<file path="src/rtl/pc_sched_if.sv">
// Scheduler-side bundle between next-PC logic, the OS control path and the program counter.
interface pc_sched_if #(
  parameter int ADDR_W   = 32,
  parameter int NUM_PROC = 4,
  parameter int PID_W    = 2,
  parameter int CNT_W    = 32
);
  logic [ADDR_W-1:0]   pc_next;
  logic                stall;
  logic                step;
  logic                dispatch;
  logic [PID_W-1:0]    dispatch_pid;
  logic                end_process;
  logic                set_quantum;
  logic [CNT_W-1:0]    quantum_in;

  logic [ADDR_W-1:0]   pc_out;
  logic                user_mode;
  logic [PID_W-1:0]    cur_pid;
  logic                preempt;
  logic [NUM_PROC-1:0] done_mask;
  logic [CNT_W-1:0]    instr_count;

  modport master (
    output pc_next, stall, step, dispatch, dispatch_pid, end_process, set_quantum, quantum_in,
    input  pc_out, user_mode, cur_pid, preempt, done_mask, instr_count
  );

  modport slave (
    input  pc_next, stall, step, dispatch, dispatch_pid, end_process, set_quantum, quantum_in,
    output pc_out, user_mode, cur_pid, preempt, done_mask, instr_count
  );
endinterface

</file>
<file path="src/rtl/pc_sched.sv">
// Program counter with a preemptive round-trip scheduler: OS dispatches a user process,
// which runs for a quantum (or until it ends) and is then returned to the OS.
module pc_sched #(
  parameter int                ADDR_W       = 32,
  parameter int                NUM_PROC     = 4,
  parameter int                PID_W        = 2,
  parameter int                CNT_W        = 32,
  parameter int                BASE_QUANTUM = 82,
  parameter logic [ADDR_W-1:0] OS_ENTRY     = '0,
  parameter logic [ADDR_W-1:0] PROC_STRIDE  = 'h100
) (
  input logic       CLK,
  input logic       reset,
  pc_sched_if.slave bus
);

  typedef enum logic {OS, USER} state_t;

  state_t              state, stateNext;
  logic [ADDR_W-1:0]   pcOut, pcOutNext;
  logic [ADDR_W-1:0]   osRet, osRetNext;
  logic [PID_W-1:0]    curPid, curPidNext;
  logic                preempt, preemptNext;
  logic [NUM_PROC-1:0] doneMask, doneMaskNext;
  logic [CNT_W-1:0]    instrCount, instrCountNext;
  logic [CNT_W-1:0]    quantumReg;
  logic [CNT_W:0]      limit;

  logic [ADDR_W-1:0]   pcTable [NUM_PROC];
  logic                tblWe;
  logic [PID_W-1:0]    tblIdx;
  logic [ADDR_W-1:0]   tblData;

  function automatic logic [CNT_W-1:0] satInc(input logic [CNT_W-1:0] v);
    return (&v) ? v : v + CNT_W'(1);
  endfunction

  function automatic logic [ADDR_W-1:0] startPc(input logic [PID_W-1:0] pid);
    logic [ADDR_W-1:0] slot;
    slot = ADDR_W'(pid) + ADDR_W'(1);
    return slot * PROC_STRIDE;
  endfunction

  // One extra bit so a huge extension can never wrap below the base quantum.
  assign limit = (CNT_W+1)'(BASE_QUANTUM) + {1'b0, quantumReg};

  always_comb begin
    stateNext      = state;
    pcOutNext      = pcOut;
    osRetNext      = osRet;
    curPidNext     = curPid;
    preemptNext    = 1'b0;
    doneMaskNext   = doneMask;
    instrCountNext = instrCount;
    tblWe          = 1'b0;
    tblIdx         = curPid;
    tblData        = bus.pc_next;

    case (state)
      OS: begin
        if (bus.dispatch) begin
          osRetNext                      = bus.pc_next;
          pcOutNext                      = pcTable[bus.dispatch_pid];
          curPidNext                     = bus.dispatch_pid;
          doneMaskNext[bus.dispatch_pid] = 1'b0;
          instrCountNext                 = '0;
          stateNext                      = USER;
        end else begin
          pcOutNext = bus.pc_next;
        end
      end
      USER: begin
        // Stall freezes the process; end/expiry wait for the first unstalled cycle.
        if (bus.stall) begin
          if (bus.step) begin
            pcOutNext      = bus.pc_next;
            instrCountNext = satInc(instrCount);
          end
        end else if (bus.end_process) begin
          doneMaskNext[curPid] = 1'b1;
          tblWe                = 1'b1;
          tblData              = startPc(curPid);
          pcOutNext            = osRet;
          instrCountNext       = '0;
          preemptNext          = 1'b1;
          stateNext            = OS;
        end else if ({1'b0, instrCount} >= limit) begin
          tblWe          = 1'b1;
          pcOutNext      = osRet;
          instrCountNext = '0;
          preemptNext    = 1'b1;
          stateNext      = OS;
        end else begin
          pcOutNext      = bus.pc_next;
          instrCountNext = satInc(instrCount);
        end
      end
    endcase
  end

  always_ff @(posedge CLK) begin
    if (!reset) begin
      state      <= OS;
      pcOut      <= OS_ENTRY;
      osRet      <= OS_ENTRY;
      curPid     <= '0;
      preempt    <= 1'b0;
      doneMask   <= '0;
      instrCount <= '0;
      quantumReg <= '0;
    end else begin
      state      <= stateNext;
      pcOut      <= pcOutNext;
      osRet      <= osRetNext;
      curPid     <= curPidNext;
      preempt    <= preemptNext;
      doneMask   <= doneMaskNext;
      instrCount <= instrCountNext;
      if (bus.set_quantum) quantumReg <= bus.quantum_in;
    end
  end

  always_ff @(posedge CLK) begin
    if (!reset) begin
      for (int i = 0; i < NUM_PROC; i++) pcTable[i] <= startPc(PID_W'(i));
    end else if (tblWe) begin
      pcTable[tblIdx] <= tblData;
    end
  end

  assign bus.pc_out      = pcOut;
  assign bus.user_mode   = (state == USER);
  assign bus.cur_pid     = curPid;
  assign bus.preempt     = preempt;
  assign bus.done_mask   = doneMask;
  assign bus.instr_count = instrCount;

endmodule

</file>
<file path="src/flat_wrapper.sv">
// flat-port wrapper written by rule: the top's interface ports become plain ports
module pc_sched_flat 
#(
  parameter int                ADDR_W       = 32,
  parameter int                NUM_PROC     = 4,
  parameter int                PID_W        = 2,
  parameter int                CNT_W        = 32,
  parameter int                BASE_QUANTUM = 82,
  parameter logic [ADDR_W-1:0] OS_ENTRY     = '0,
  parameter logic [ADDR_W-1:0] PROC_STRIDE  = 'h100
)
  (CLK, reset, bus_pc_next, bus_stall, bus_step, bus_dispatch, bus_dispatch_pid, bus_end_process, bus_set_quantum, bus_quantum_in, bus_pc_out, bus_user_mode, bus_cur_pid, bus_preempt, bus_done_mask, bus_instr_count);
  pc_sched_if #(.ADDR_W(ADDR_W), .NUM_PROC(NUM_PROC), .PID_W(PID_W), .CNT_W(CNT_W)) bus_i ();
  input logic CLK;
  input logic reset;
  input wire logic [$bits(bus_i.pc_next)-1:0] bus_pc_next;
  input wire logic [$bits(bus_i.stall)-1:0] bus_stall;
  input wire logic [$bits(bus_i.step)-1:0] bus_step;
  input wire logic [$bits(bus_i.dispatch)-1:0] bus_dispatch;
  input wire logic [$bits(bus_i.dispatch_pid)-1:0] bus_dispatch_pid;
  input wire logic [$bits(bus_i.end_process)-1:0] bus_end_process;
  input wire logic [$bits(bus_i.set_quantum)-1:0] bus_set_quantum;
  input wire logic [$bits(bus_i.quantum_in)-1:0] bus_quantum_in;
  output wire logic [$bits(bus_i.pc_out)-1:0] bus_pc_out;
  output wire logic [$bits(bus_i.user_mode)-1:0] bus_user_mode;
  output wire logic [$bits(bus_i.cur_pid)-1:0] bus_cur_pid;
  output wire logic [$bits(bus_i.preempt)-1:0] bus_preempt;
  output wire logic [$bits(bus_i.done_mask)-1:0] bus_done_mask;
  output wire logic [$bits(bus_i.instr_count)-1:0] bus_instr_count;
  assign bus_i.pc_next = bus_pc_next;
  assign bus_i.stall = bus_stall;
  assign bus_i.step = bus_step;
  assign bus_i.dispatch = bus_dispatch;
  assign bus_i.dispatch_pid = bus_dispatch_pid;
  assign bus_i.end_process = bus_end_process;
  assign bus_i.set_quantum = bus_set_quantum;
  assign bus_i.quantum_in = bus_quantum_in;
  assign bus_pc_out = bus_i.pc_out;
  assign bus_user_mode = bus_i.user_mode;
  assign bus_cur_pid = bus_i.cur_pid;
  assign bus_preempt = bus_i.preempt;
  assign bus_done_mask = bus_i.done_mask;
  assign bus_instr_count = bus_i.instr_count;
  pc_sched #(.ADDR_W(ADDR_W), .NUM_PROC(NUM_PROC), .PID_W(PID_W), .CNT_W(CNT_W), .BASE_QUANTUM(BASE_QUANTUM), .OS_ENTRY(OS_ENTRY), .PROC_STRIDE(PROC_STRIDE)) u_core (.CLK(CLK), .reset(reset), .bus(bus_i));
endmodule
</file>
<file path="config.mk">
export PLATFORM = sky130hd
export DESIGN_NAME = pc_sched_flat
export DESIGN_NICKNAME = d
export VERILOG_FILES = /design/src/rtl/pc_sched_if.sv /design/src/rtl/pc_sched.sv /design/src/flat_wrapper.sv
export SDC_FILE = /design/constraint.sdc
export NUM_CORES = 1
export LEC_CHECK = 0
export BUFFER_PORTS_ARGS = -buffer_cell sky130_fd_sc_hd__buf_4
export CAP_MARGIN = 40
export CORE_MARGIN = 4
export CORE_UTILIZATION = 63
export DETAILED_ROUTE_END_ITERATION = 10
export GPL_ROUTABILITY_DRIVEN = 0
export GPL_TIMING_DRIVEN = 0
export PLACE_DENSITY = 0.83
export SLEW_MARGIN = 10
export SYNTH_ARGS = -nofsm -noshare
export SYNTH_HDL_FRONTEND = slang
export SYNTH_SLANG_ARGS = --single-unit
export TNS_END_PERCENT = 10
</file>
<file path="constraint.sdc">
create_clock -name CLK -period 12.3 [get_ports CLK]
set_input_delay 1.23 -clock CLK [delete_from_list [all_inputs] [get_ports CLK]]
set_output_delay 1.23 -clock CLK [all_outputs]
set_load 0.02 [all_outputs]
</file>
Word-level counts from Yosys, hierarchy flattened. Memories as Yosys holds them, arrays and structs flattened. Cells that the tools add are included.

Add/subtract/negate cells: 3. Multiply operators: 0. Divide/modulo/power cells: 0. Order comparisons: 5. Eq/ne operators: 4. Shift-type cells: 0. Multiplexer cells: 40. Bitwise operators: 4. Reductions and logical operators: 7.

Operators by type and width (number): $mux 32 (15); $pmux 32 s2 (2); $add 7x32->33 const A (1); $ge 32x33->1 (1); $add 32x1->32 const B (1); $reduce_and 32->1 (1); $reduce_or 32->1 (1); $mux 1 (15); $mux 4 (3); $pmux 4 s2 (1); $lt 2x3->1 const B (2); $ne 2x2->1 const B (3); $and 4x4->4 (1); $demux 1 s2 (2); $ge 2x1->1 const B (2); $not 4->4 (1); $or 4x4->4 (1); $reduce_and 2->1 (2); $add 2x1->3 const B (1); $ne 3x3->1 const B (1); $reduce_and 3->1 (1); $logic_and 1x1->1 (2); $mux 2 (1); $pmux 1 s2 (1); $not 1->1 (1).

Register bits: 136. Latch bits: 0. Bits in writable memories: 128. Bits in read-only memories: 0. Bits of input ports: 73. Output and inout port bits: 72. Word-level logic and storage cells: 72. Memories: 1.

Memory list: u_core.pcTable (depth 4, bits a word 32, rd ports 1, clocked after Yosys merged registers in 0, wr ports 4, RTL line pc_sched.sv:29) `logic [ADDR_W-1:0] pcTable [NUM_PROC];`.

Depth between registers and ports, before layout.
Depth after elaboration: 11. Mapped depth: 18. Gate-level depth less buffers: 16.

Worst setup path before layout. OpenSTA, ideal clock, no wires.

Path kind: register to register. From: register u_core.quantumReg[1]. To: memory u_core.pcTable[3][0], enable pin. Data arrival time: 5968 ps. Data required time: 11830 ps. Path slack: 5862 ps. Cell stages (with the launch flop): 18. Cells stage by stage: dfxtp_1 > ha_1 > a21o_1 > a21oi_1 > or4_1 > nor2_1 > and2_1 > nand4_1 > xor2_1 > ha_1 > nand4_1 > nor4_1 > a221oi_1 > o22a_1 > a21bo_1 > buf_6 > buf_4 > o31ai_1.

RTL lines: start, declared (RTL line pc_sched.sv:26) `logic [CNT_W-1:0] quantumReg;`; start signal, assigned (RTL line pc_sched.sv:119) `if (bus.set_quantum) quantumReg <= bus.quantum_in;`; end, declared (RTL line pc_sched.sv:29).

==> impl_metrics.tcl <==
set metrics [dict create \
    max_stage_delay_ns 0.66 \
    grtUsageTotal 0.310 \
    numPortBuffers 141 \
    core-area_um2 19500 \
    cts.sinks 264 \
    post_drt_via_cell_ratio 6.29 \
    instances_no_fill 1629 \
    fp.dieW_um 149 \
    syn_avg_cell_area_um2 10.8 \
    crit_path_end "u_core.pcTable[2][22]" \
    hold_viol 0 \
    yosysMostFrequentCell "dfxtp_1" \
    arrival_ns 6.00 \
    antenna_found_initial 0 \
    postSynthCellCount 1164 \
    yosysWarnings 0 \
    worst_setup_path_end_kind "register" \
    area_growth_syn_to_layout_pct 19.9 \
    io_pins 145 \
    ant_nets 0 \
    cts_hold_buf 0 \
    ir_worst_vdd_v 0.000130 \
    timing.max_cap.violations 0 \
    clk_latency_ns 0.55 \
    ys_top_cells_by_area "edfxtp_1, dfxtp_1, mux4_2" \
    status "complete, no violations" \
    r2r-start "u_core.quantumReg[1]" \
    ys_types 55 \
    crit_chain "ha_1 > a21o_1 > a21oi_1 > or4_1 > nor2_1 > and2_1 > nand4_1 > xor2_1 > ha_1 > nand4_1 > nor4_1 > a221oi_1 > o22a_1 > a2111oi_4 > and3_1 > buf_2 > clkbuf_1 > and2_1" \
    synth_edf_count 128 \
    crit_cells 18 \
    cts_buffers 28 \
    setup.worst_path.start "u_core.quantumReg[1]" \
    r2r_end "u_core.pcTable[2][22]" \
    setup_viol 0 \
    grt_first_pass_wirelength_um 54500 \
    max_freq_mhz 179 \
    drive_gt1_frac 0.183 \
    crit_buf_inv 2 \
    cts-root-buf "clkbuf_16" \
    syn_nets 1275 \
    cp.required_ns 12.72 \
    fp-row-count 51 \
    postCtsSetupRepairBufs 0 \
    fp.dieArea_um2 22300 \
    path_delay_family "simple AND/OR/NAND/NOR gates" \
    grt_overflow 0 \
    n_antenna_cell 0 \
    dpl.hpwl_um 23900 \
    cts_resized 0 \
    ys.flop_type "dfxtp_1" \
    hp-class "register to register" \
    start_util 0.644 \
    first_pass_iters 5 \
    worstMarginPinSlew_ns 0.875 \
    rrSetupSlack_ns 6.72 \
    synth_area_um2 12600 \
    vias 10200 \
    r2r_cells 18 \
    min_period_ns 5.58 \
    startpoint_type "register" \
    synth_top_area_cell "edfxtp_1" \
    remaining_drc_errors 0 \
    routedWlPerCell_um 21.5 \
    drt_iter0_markers 1164 \
    synth_seq_cells 264 \
    cp_slowest_cell "or4_1" \
    die_h_um 149 \
    power.leakage_nw 5.88 \
    clock_skew_ns 0.0166 \
    max_slew_margin 0.417 \
    placedCellCount 1577 \
    nFillCells 1273 \
    ys_seq_area_frac 0.523 \
    wl_um 35100 \
    grt_max_degree 27 \
    tns_ns 0 \
    cts_tree "done" \
    rsz0062_at_grt "false" \
    fin_ws_ns 6.72 \
    dp_worst_setup_slack_ns 6.88 \
    cts_max_level 1 \
    worst-setup-path-type "register to register" \
    synth_top_area_share 0.306 \
    synth_commonest_cells "dfxtp_1, edfxtp_1, nand2_1, and2_1, a21oi_1" \
    fin_crit_sh 0.454 \
    grt_pass1_vias 10100 \
    ctsLongestPathBuffers 3 \
    slew_violations 0 \
    path_clk_slew_ns 0.06 \
    fin_hold_ws_ns 0.462 \
    fin_nets 1453 \
    synthArstFlopShare 0 \
    p_per_area_nw_per_um2 137 \
    cp_max_fo 10 \
]
area by class of cell:
class,instances,area (um^2),area share
clock inverters,19,205,0.0136
plain buffers,80,372,0.0247
inverters,8,30.0,0.00199
multi-input cells,812,5640,0.374
flip-flops and latches,264,6570,0.436
well taps,265,332,0.0220
clock buffers,33,719,0.0478
repair buffers,148,1200,0.0798
cell usage in the layout, fill, tap and decap left out, drive strengths merged, types with 6 or more instances in the layout:
cell type / count
mux2i: 34
nand2: 110
nor4: 6
and3: 38
clkbuf: 91
xor2: 34
dfxtp: 136
a21oi: 87
and2: 92
edfxtp: 128
nand4: 22
nor2: 79
clkinv: 14
buf: 170
a211oi: 6
nor3: 13
a221oi: 34
and4: 11
o21ai: 49
mux4: 32
or3: 8
xnor2: 17
nand3: 66
inv: 8
ha: 38
worst min-delay path by stage:
stage	startpoint	to	slack [ns]	cells past startpoint
after floorplan	u_core.osRet[0]	u_core.osRet[0]	0.44	2
after detailed placement	u_core.osRet[7]	u_core.osRet[7]	0.45	2
after global routing	u_core.osRet[7]	u_core.osRet[7]	0.48	2
after global placement	u_core.osRet[9]	u_core.osRet[9]	0.44	2
after CTS	u_core.osRet[7]	u_core.osRet[7]	0.45	2
final	u_core.osRet[7]	u_core.osRet[7]	0.46	2
cells by family (layout without fill, tap and decap cells):
family / Yosys count / in the layout / synth area share
flops: 264 / 264 / 0.523
fa+ha+maj: 38 / 38 / 0.0378
mux: 66 / 66 / 0.0844
compound gates: 194 / 194 / 0.0972
buf+inv: 88 / 288 / 0.0320
xor+xnor: 51 / 51 / 0.0355
simple gates: 463 / 463 / 0.190
tightest hold or removal path, cell delays in order (launching register included):
cell     delay, ns
dfxtp_1       0.31
nand2_1       0.05
a21oi_1       0.05
through the flow:
step | util | total power, mW | instance area [um^2]
2_1_floorplan | - | 1.12 | 12600
3_3_place_gp | 0.715 | 1.20 | 14000
3_5_place_dp | 0.724 | 1.22 | 14100
4_1_cts | 0.771 | 2.05 | 15100
5_1_grt | 0.771 | 2.12 | 15100
6_report | 0.771 | 2.06 | 15100
report_power, final:
group	total, mW	switching [mW]	internal, mW
logic	0.220	0.131	0.0890
registers	0.983	0.0237	0.959
clock network	0.853	0.351	0.502
routing by layer:
layer | share of wire | wire length (um) | up-vias | track usage
met5 | 0 | 0 | - | 0
met4 | 0.030 | 1070 | 0 | 0.107
met3 | 0.097 | 3410 | 97 | 0.0501
met2 | 0.48 | 16700 | 613 | 0.500
met1 | 0.39 | 13800 | 4908 | 0.430
li1 | - | - | 4627 | -
sequential cells by signal (all words and copies together) (netlist names):
name	flops
u_core.quantumReg	32
u_core.osRet	32
u_core.pcTable	128
u_core.bus.done_mask	4
u_core.bus.pc_out	32
u_core.bus.user_mode	1
u_core.bus.instr_count	32
u_core.bus.cur_pid	2
u_core.bus.preempt	1
(Power assumes the default switching activity.)
